[config.mk]
export PLATFORM = sky130hd
export DESIGN_NAME = multicycle_control
export DESIGN_NICKNAME = d
export VERILOG_FILES = /design/src/rtl/mips_ctrl_pkg.sv /design/src/rtl/mc_ctrl_decode.sv /design/src/rtl/multicycle_control.sv
export SDC_FILE = /design/constraint.sdc
export NUM_CORES = 1
export LEC_CHECK = 0
export ABC_AREA = 0
export BUFFER_PORTS_ARGS = -buffer_cell sky130_fd_sc_hd__buf_2
export CAP_MARGIN = 20
export CORE_MARGIN = 5
export CORE_UTILIZATION = 45
export CTS_CLUSTER_DIAMETER = 150
export CTS_CLUSTER_SIZE = 28
export DETAILED_ROUTE_END_ITERATION = 10
export HOLD_SLACK_MARGIN = 0.15
export PLACE_DENSITY = 0.77
export SLEW_MARGIN = 20
export SYNTH_ARGS = -nofsm -noshare
export SYNTH_HDL_FRONTEND = slang
export SYNTH_HIERARCHICAL = 1
export SYNTH_SLANG_ARGS = --single-unit
[constraint.sdc]
create_clock -name clk -period 2.25 [get_ports clk]
set_input_delay 0.225 -clock clk [delete_from_list [all_inputs] [get_ports clk]]
set_output_delay 0.225 -clock clk [all_outputs]
set_load 0.02 [all_outputs]
[src/rtl/mips_ctrl_pkg.sv]
// Shared encodings for the multicycle MIPS32 main control FSM.
// Opcodes, state codes, mux-select codes and the decoded control word.
package mips_ctrl_pkg;

    localparam logic [5:0] OP_R    = 6'b000000;
    localparam logic [5:0] OP_LW   = 6'b100011;
    localparam logic [5:0] OP_SW   = 6'b101011;
    localparam logic [5:0] OP_BEQ  = 6'b000100;
    localparam logic [5:0] OP_J    = 6'b000010;
    localparam logic [5:0] OP_ADDI = 6'b001000;
    localparam logic [5:0] OP_ORI  = 6'b001101;

    typedef enum logic [3:0] {
        S_FETCH   = 4'd0,
        S_DECODE  = 4'd1,
        S_MEMADR  = 4'd2,
        S_MEMRD   = 4'd3,
        S_MEMWB   = 4'd4,
        S_MEMWR   = 4'd5,
        S_EXECUTE = 4'd6,
        S_ALUWB   = 4'd7,
        S_BRANCH  = 4'd8,
        S_JUMP    = 4'd9,
        S_ADDIEX  = 4'd10,
        S_ORIEX   = 4'd11,
        S_IMMWB   = 4'd12
    } state_t;

    localparam logic [1:0] ALU_ADD   = 2'b00;
    localparam logic [1:0] ALU_SUB   = 2'b01;
    localparam logic [1:0] ALU_FUNCT = 2'b10;
    localparam logic [1:0] ALU_OR    = 2'b11;

    localparam logic [1:0] PCS_ALU    = 2'b00;
    localparam logic [1:0] PCS_ALUOUT = 2'b01;
    localparam logic [1:0] PCS_JUMP   = 2'b10;
    localparam logic [1:0] PCS_RS     = 2'b11;

    localparam logic [1:0] SRCB_B   = 2'b00;
    localparam logic [1:0] SRCB_4   = 2'b01;
    localparam logic [1:0] SRCB_IMM = 2'b10;
    localparam logic [1:0] SRCB_BR  = 2'b11;

    typedef struct packed {
        logic       pc_write;
        logic       pc_write_cond;
        logic [1:0] pc_source;
        logic       iord;
        logic       mem_read;
        logic       mem_write;
        logic       ir_write;
        logic       reg_dst;
        logic       mem_to_reg;
        logic       reg_write;
        logic       alu_src_a;
        logic [1:0] alu_src_b;
        logic       zero_ext;
        logic [1:0] alu_op;
    } ctrl_t;

    function automatic logic is_legal_op(input logic [5:0] op);
        return (op == OP_R)   || (op == OP_LW)   || (op == OP_SW) ||
               (op == OP_BEQ) || (op == OP_J)    ||
               (op == OP_ADDI) || (op == OP_ORI);
    endfunction

endpackage

[src/rtl/mc_ctrl_decode.sv]
// Pure Moore decode of the FSM state into the datapath control word.
// Handshake-dependent strobes are emitted ungated; the FSM top qualifies them.
module mc_ctrl_decode
    import mips_ctrl_pkg::*;
(
    input  logic [3:0] state,
    output ctrl_t      ctrl
);

    // Per-state control word; unused encodings fall through to all zeros
    always_comb begin
        ctrl = '0;
        case (state_t'(state))
            S_FETCH: begin
                ctrl.mem_read  = 1'b1;
                ctrl.ir_write  = 1'b1;
                ctrl.pc_write  = 1'b1;
                ctrl.alu_src_b = SRCB_4;
                ctrl.alu_op    = ALU_ADD;
                ctrl.pc_source = PCS_ALU;
            end
            S_DECODE: begin
                ctrl.alu_src_b = SRCB_BR;
                ctrl.alu_op    = ALU_ADD;
            end
            S_MEMADR: begin
                ctrl.alu_src_a = 1'b1;
                ctrl.alu_src_b = SRCB_IMM;
                ctrl.alu_op    = ALU_ADD;
            end
            S_MEMRD: begin
                ctrl.mem_read = 1'b1;
                ctrl.iord     = 1'b1;
            end
            S_MEMWB: begin
                ctrl.reg_write  = 1'b1;
                ctrl.mem_to_reg = 1'b1;
            end
            S_MEMWR: begin
                ctrl.mem_write = 1'b1;
                ctrl.iord      = 1'b1;
            end
            S_EXECUTE: begin
                ctrl.alu_src_a = 1'b1;
                ctrl.alu_src_b = SRCB_B;
                ctrl.alu_op    = ALU_FUNCT;
            end
            S_ALUWB: begin
                ctrl.reg_write = 1'b1;
                ctrl.reg_dst   = 1'b1;
            end
            S_BRANCH: begin
                ctrl.alu_src_a     = 1'b1;
                ctrl.alu_src_b     = SRCB_B;
                ctrl.alu_op        = ALU_SUB;
                ctrl.pc_write_cond = 1'b1;
                ctrl.pc_source     = PCS_ALUOUT;
            end
            S_JUMP: begin
                ctrl.pc_write  = 1'b1;
                ctrl.pc_source = PCS_JUMP;
            end
            S_ADDIEX: begin
                ctrl.alu_src_a = 1'b1;
                ctrl.alu_src_b = SRCB_IMM;
                ctrl.alu_op    = ALU_ADD;
            end
            S_ORIEX: begin
                ctrl.alu_src_a = 1'b1;
                ctrl.alu_src_b = SRCB_IMM;
                ctrl.alu_op    = ALU_OR;
                ctrl.zero_ext  = 1'b1;
            end
            S_IMMWB: begin
                ctrl.reg_write = 1'b1;
            end
            default: ctrl = '0;
        endcase
    end

endmodule

[src/rtl/multicycle_control.sv]
// Main control FSM of the multicycle MIPS32 datapath.
// Holds the state register, next-state logic and the mem_ready/jr/reset gating.
module multicycle_control
    import mips_ctrl_pkg::*;
#(
    parameter logic [3:0] RESET_STATE = 4'd0
) (
    input  logic       clk,
    input  logic       reset,
    input  logic [5:0] opcode,
    input  logic       jr,
    input  logic       mem_ready,
    output logic       pc_write,
    output logic       pc_write_cond,
    output logic [1:0] pc_source,
    output logic       iord,
    output logic       mem_read,
    output logic       mem_write,
    output logic       ir_write,
    output logic       reg_dst,
    output logic       mem_to_reg,
    output logic       reg_write,
    output logic       alu_src_a,
    output logic [1:0] alu_src_b,
    output logic       zero_ext,
    output logic [1:0] alu_op,
    output logic       illegal_op,
    output logic [3:0] state_o
);

    state_t state_q;
    state_t state_d;
    ctrl_t  base;
    ctrl_t  ctrl;
    logic   illegal;

    mc_ctrl_decode u_decode (
        .state (state_q),
        .ctrl  (base)
    );

    // Next state from current state, latched opcode and handshakes
    always_comb begin
        state_d = S_FETCH;
        case (state_q)
            S_FETCH:   state_d = mem_ready ? S_DECODE : S_FETCH;
            S_DECODE: begin
                case (opcode)
                    OP_LW, OP_SW: state_d = S_MEMADR;
                    OP_R:         state_d = S_EXECUTE;
                    OP_BEQ:       state_d = S_BRANCH;
                    OP_J:         state_d = S_JUMP;
                    OP_ADDI:      state_d = S_ADDIEX;
                    OP_ORI:       state_d = S_ORIEX;
                    default:      state_d = S_FETCH;
                endcase
            end
            S_MEMADR: begin
                if (opcode == OP_LW)
                    state_d = S_MEMRD;
                else if (opcode == OP_SW)
                    state_d = S_MEMWR;
                else
                    state_d = S_FETCH;
            end
            S_MEMRD:   state_d = mem_ready ? S_MEMWB : S_MEMRD;
            S_MEMWR:   state_d = mem_ready ? S_FETCH : S_MEMWR;
            S_EXECUTE: state_d = jr ? S_FETCH : S_ALUWB;
            S_ADDIEX:  state_d = S_IMMWB;
            S_ORIEX:   state_d = S_IMMWB;
            default:   state_d = S_FETCH;
        endcase
    end

    // State register with synchronous reset
    always_ff @(posedge clk) begin
        if (reset)
            state_q <= state_t'(RESET_STATE);
        else
            state_q <= state_d;
    end

    // Qualify the Moore word with mem_ready, jr and reset
    always_comb begin
        ctrl    = base;
        illegal = (state_q == S_DECODE) && !is_legal_op(opcode);
        if (state_q == S_FETCH) begin
            ctrl.ir_write = mem_ready;
            ctrl.pc_write = mem_ready;
        end
        if ((state_q == S_EXECUTE) && jr) begin
            ctrl.pc_write  = 1'b1;
            ctrl.pc_source = PCS_RS;
        end
        if (reset) begin
            ctrl.pc_write      = 1'b0;
            ctrl.pc_write_cond = 1'b0;
            ctrl.mem_read      = 1'b0;
            ctrl.mem_write     = 1'b0;
            ctrl.ir_write      = 1'b0;
            ctrl.reg_write     = 1'b0;
            illegal            = 1'b0;
        end
    end

    assign pc_write      = ctrl.pc_write;
    assign pc_write_cond = ctrl.pc_write_cond;
    assign pc_source     = ctrl.pc_source;
    assign iord          = ctrl.iord;
    assign mem_read      = ctrl.mem_read;
    assign mem_write     = ctrl.mem_write;
    assign ir_write      = ctrl.ir_write;
    assign reg_dst       = ctrl.reg_dst;
    assign mem_to_reg    = ctrl.mem_to_reg;
    assign reg_write     = ctrl.reg_write;
    assign alu_src_a     = ctrl.alu_src_a;
    assign alu_src_b     = ctrl.alu_src_b;
    assign zero_ext      = ctrl.zero_ext;
    assign alu_op        = ctrl.alu_op;
    assign illegal_op    = illegal;
    assign state_o       = state_q;

endmodule

==> results.toml <==
[grt]
antenna_found_initial = 0
grt_overflow_total = 0
grt_max_degree = 25
grt_usage = 0.1543
grt_pass1_vias = 705
grt_pass1_wl_mm = 3.111

[yosys]
ys_ff_latch = 4
ys_seq_area_frac = 0.1155
avgSynthCellArea_sq_um = 7.002
synth_edf_count = 0
synth_area_sq_um = 693.2
async_reset_ff_frac = 0
synth.distinct_cells = 42
ys_warn_count = 6
ys.flop_type = "dfxtp_1"
synth_nets = 109
synthCells = 99

[floorplanning]
core_sq_um = 1489
rows = 14
die_h_um = 49.25
ioPinCount = 32
start_util = 0.4655
die_w_um = 49.25
die_area_sq_um = 2425

[placed_design]
io_buffers = 31
routabilityCongestion = 0.8374
dp_hpwl_mm = 1.459

[final_layout]
largest_reg_flops = 4
num_antenna_cells = 0
regArea_sq_um = 80.08
area_growth_pct = 24.91
fillers = 163
fin_nets = 141
layout-drive-gt1-share = 0.3411
multi_input_area_sq_um = 561.8
utilization = 0.5815

[setup_path]
crit_buf_inv = 1
worstSetupPathType = "reg -> out"
slowest_delay_ns = 0.36
cpMostUsedCell = "nand2b_1"
critPathArrivalTime_ns = 1.87
slowest_stage = "dfxtp_1"
path_cells = "nor3b_1, nand2b_1, nand2b_1, a2111oi_2, buf_2"
worstSetupStartpointType = "flop"
worstPathMaxFanout = 8
worstPathRequired_ns = 2.03
cp_top_family = "simple AND/OR/NAND/NOR gates"
endpoint_kind = "primary output"

[timing]
min_period_over_period = 0.9302
fin_setup_tns_ns = 0
post-route-min-period_ns = 2.093
hold_violations = 0
max_freq_mhz = 477.8
rsz0062_at_grt = "no"
skew_ns = 0.0009741
tightest_slew_ns = 0.7260
slew_violations = 0
slew_headroom = 0.5154
setup_viol = 0

[routing]
drtIter0Drc = 37
dr.pass1.iters = 5
wl_met2_um = 934
highest-signal-layer = "met4"
vias = 834
viasPerCell = 5.752
remaining_drc_errors = 0
routed-wl-met3_um = 154
wirelength_mm = 2.004
wl_met1_um = 892
antenna_left = 0
wl_per_cell_um = 13.82

[cts]
ctsResizeCount = 0
clk_pin_slew_ns = 0.04
clock_path_buffers = 2
cts_tree = "done"
clk_latency_ns = 0.24
clock_sinks = 4
htree_levels = 1
postCtsHoldBufs = 0
post_cts_buffers = 0
cts_made_buffers = 3
clock-root-buffer = "clkbuf_4"

[run_status]
status = "finished, final reports clean"

[pwr]
p_per_area_nw_per_um2 = 297.8
p_leak_uw = 0.0003956
peakVddDrop_mv = 0.2565

[hold_path]
min_path_type = "in -> reg"

[run]
cap_violations = 0
-- power by group --
group	switching, uW	internal, uW
clock	30.9	59.8
combinational	56.2	37.3
sequential	0.996	72.7
total	88.1	170
-- cell usage after synthesis, types with 2 or more instances --
| library cell | number | area, sq um |
|---|---|---|
| nor2_1 | 11 | 41.29 |
| nor3b_1 | 2 | 15.01 |
| o21a_1 | 4 | 30.03 |
| nand2b_1 | 15 | 93.84 |
| nor4_1 | 3 | 18.77 |
| o2bb2ai_1 | 2 | 17.52 |
| dfxtp_1 | 4 | 80.08 |
| nor3_1 | 4 | 20.02 |
| nor2b_1 | 4 | 25.02 |
| or2_1 | 2 | 12.51 |
| o22ai_1 | 3 | 18.77 |
| nand2_1 | 5 | 18.77 |
| a21oi_1 | 6 | 30.03 |
| buf_6 | 3 | 33.78 |
| clkbuf_1 | 2 | 7.510 |
| o21ai_0 | 3 | 15.01 |
-- kinds of logic after synthesis --
group,count (synthesis),synth area share
flip-flops,4,0.1155
AO/OA/AOI/OAI,27,0.2798
buffers and inverters,8,0.08302
AND/OR/NAND/NOR,57,0.4820
XOR/XNOR,2,0.02528
multiplexers,1,0.01444
-- cell type report --
| type | instances | area share |
|---|---|---|
| sequential | 4 | 0.09249 |
| multi-input combinational | 87 | 0.6488 |
| clock buffer | 3 | 0.02601 |
| timing repair buffer | 34 | 0.2052 |
| tap | 16 | 0.02312 |
| inverter | 1 | 0.004335 |
-- path summary, 6_finish.rpt --
kind,start,to,slack [ns],depth (start not counted)
hold / removal,opcode[4],state_o[1]$_SDFF_PP0_,0.39,3
setup reg to reg,state_o[0]$_SDFF_PP0_,state_o[0]$_SDFF_PP0_,0.41,5
hold reg to reg,state_o[1]$_SDFF_PP0_,state_o[3]$_SDFF_PP0_,0.79,2
setup / recovery,state_o[3]$_SDFF_PP0_,illegal_op,0.16,5
-- per-stage QoR --
step	total power, uW	setup WS [ns]	area (sq um)	cells	hold slack (ns)
floorplan	135.0	0.2433	699.4	99	0.4037
global placement	164.7	0.5075	843.3	142	0.6169
detailed placement	167.0	0.4349	843.3	142	0.6290
CTS	258.3	0.1490	865.8	145	0.3853
global route	271.9	0.04658	865.8	145	0.3978
finish	257.9	0.1569	865.8	145	0.3922
-- tightest hold or removal path: stages --
cell and delay [ns]:
buf_2 0.12, a211oi_1 0.06, o21a_1 0.17
-- layer usage --
metal | GRT usage | vias up
met3 | 0.03058 | 6
met1 | 0.2058 | 373
met2 | 0.2361 | 34
met5 | 0 | -
met4 | 0.06726 | 0
li1 | - | 421
-- cell usage in the layout, fill, tap and decap left out, types with 2 or more instances in the layout --
| cell | netlist | final |
|---|---|---|
| o21ai_0 | 3 | 3 |
| nor4_1 | 3 | 3 |
| a21oi_1 | 6 | 6 |
| nand2b_1 | 15 | 15 |
| nand2_1 | 5 | 5 |
| buf_2 | 1 | 31 |
| o21a_1 | 4 | 4 |
| dfxtp_1 | 4 | 4 |
| o2bb2ai_1 | 2 | 2 |
| nor3_1 | 4 | 4 |
| or2_1 | 2 | 2 |
| nor2b_1 | 4 | 4 |
| buf_4 | 1 | 3 |
| nor3b_1 | 2 | 2 |
| o22ai_1 | 3 | 3 |
| clkbuf_4 | 0 | 3 |
| nor2_1 | 11 | 11 |
(Power assumes the default switching activity.)
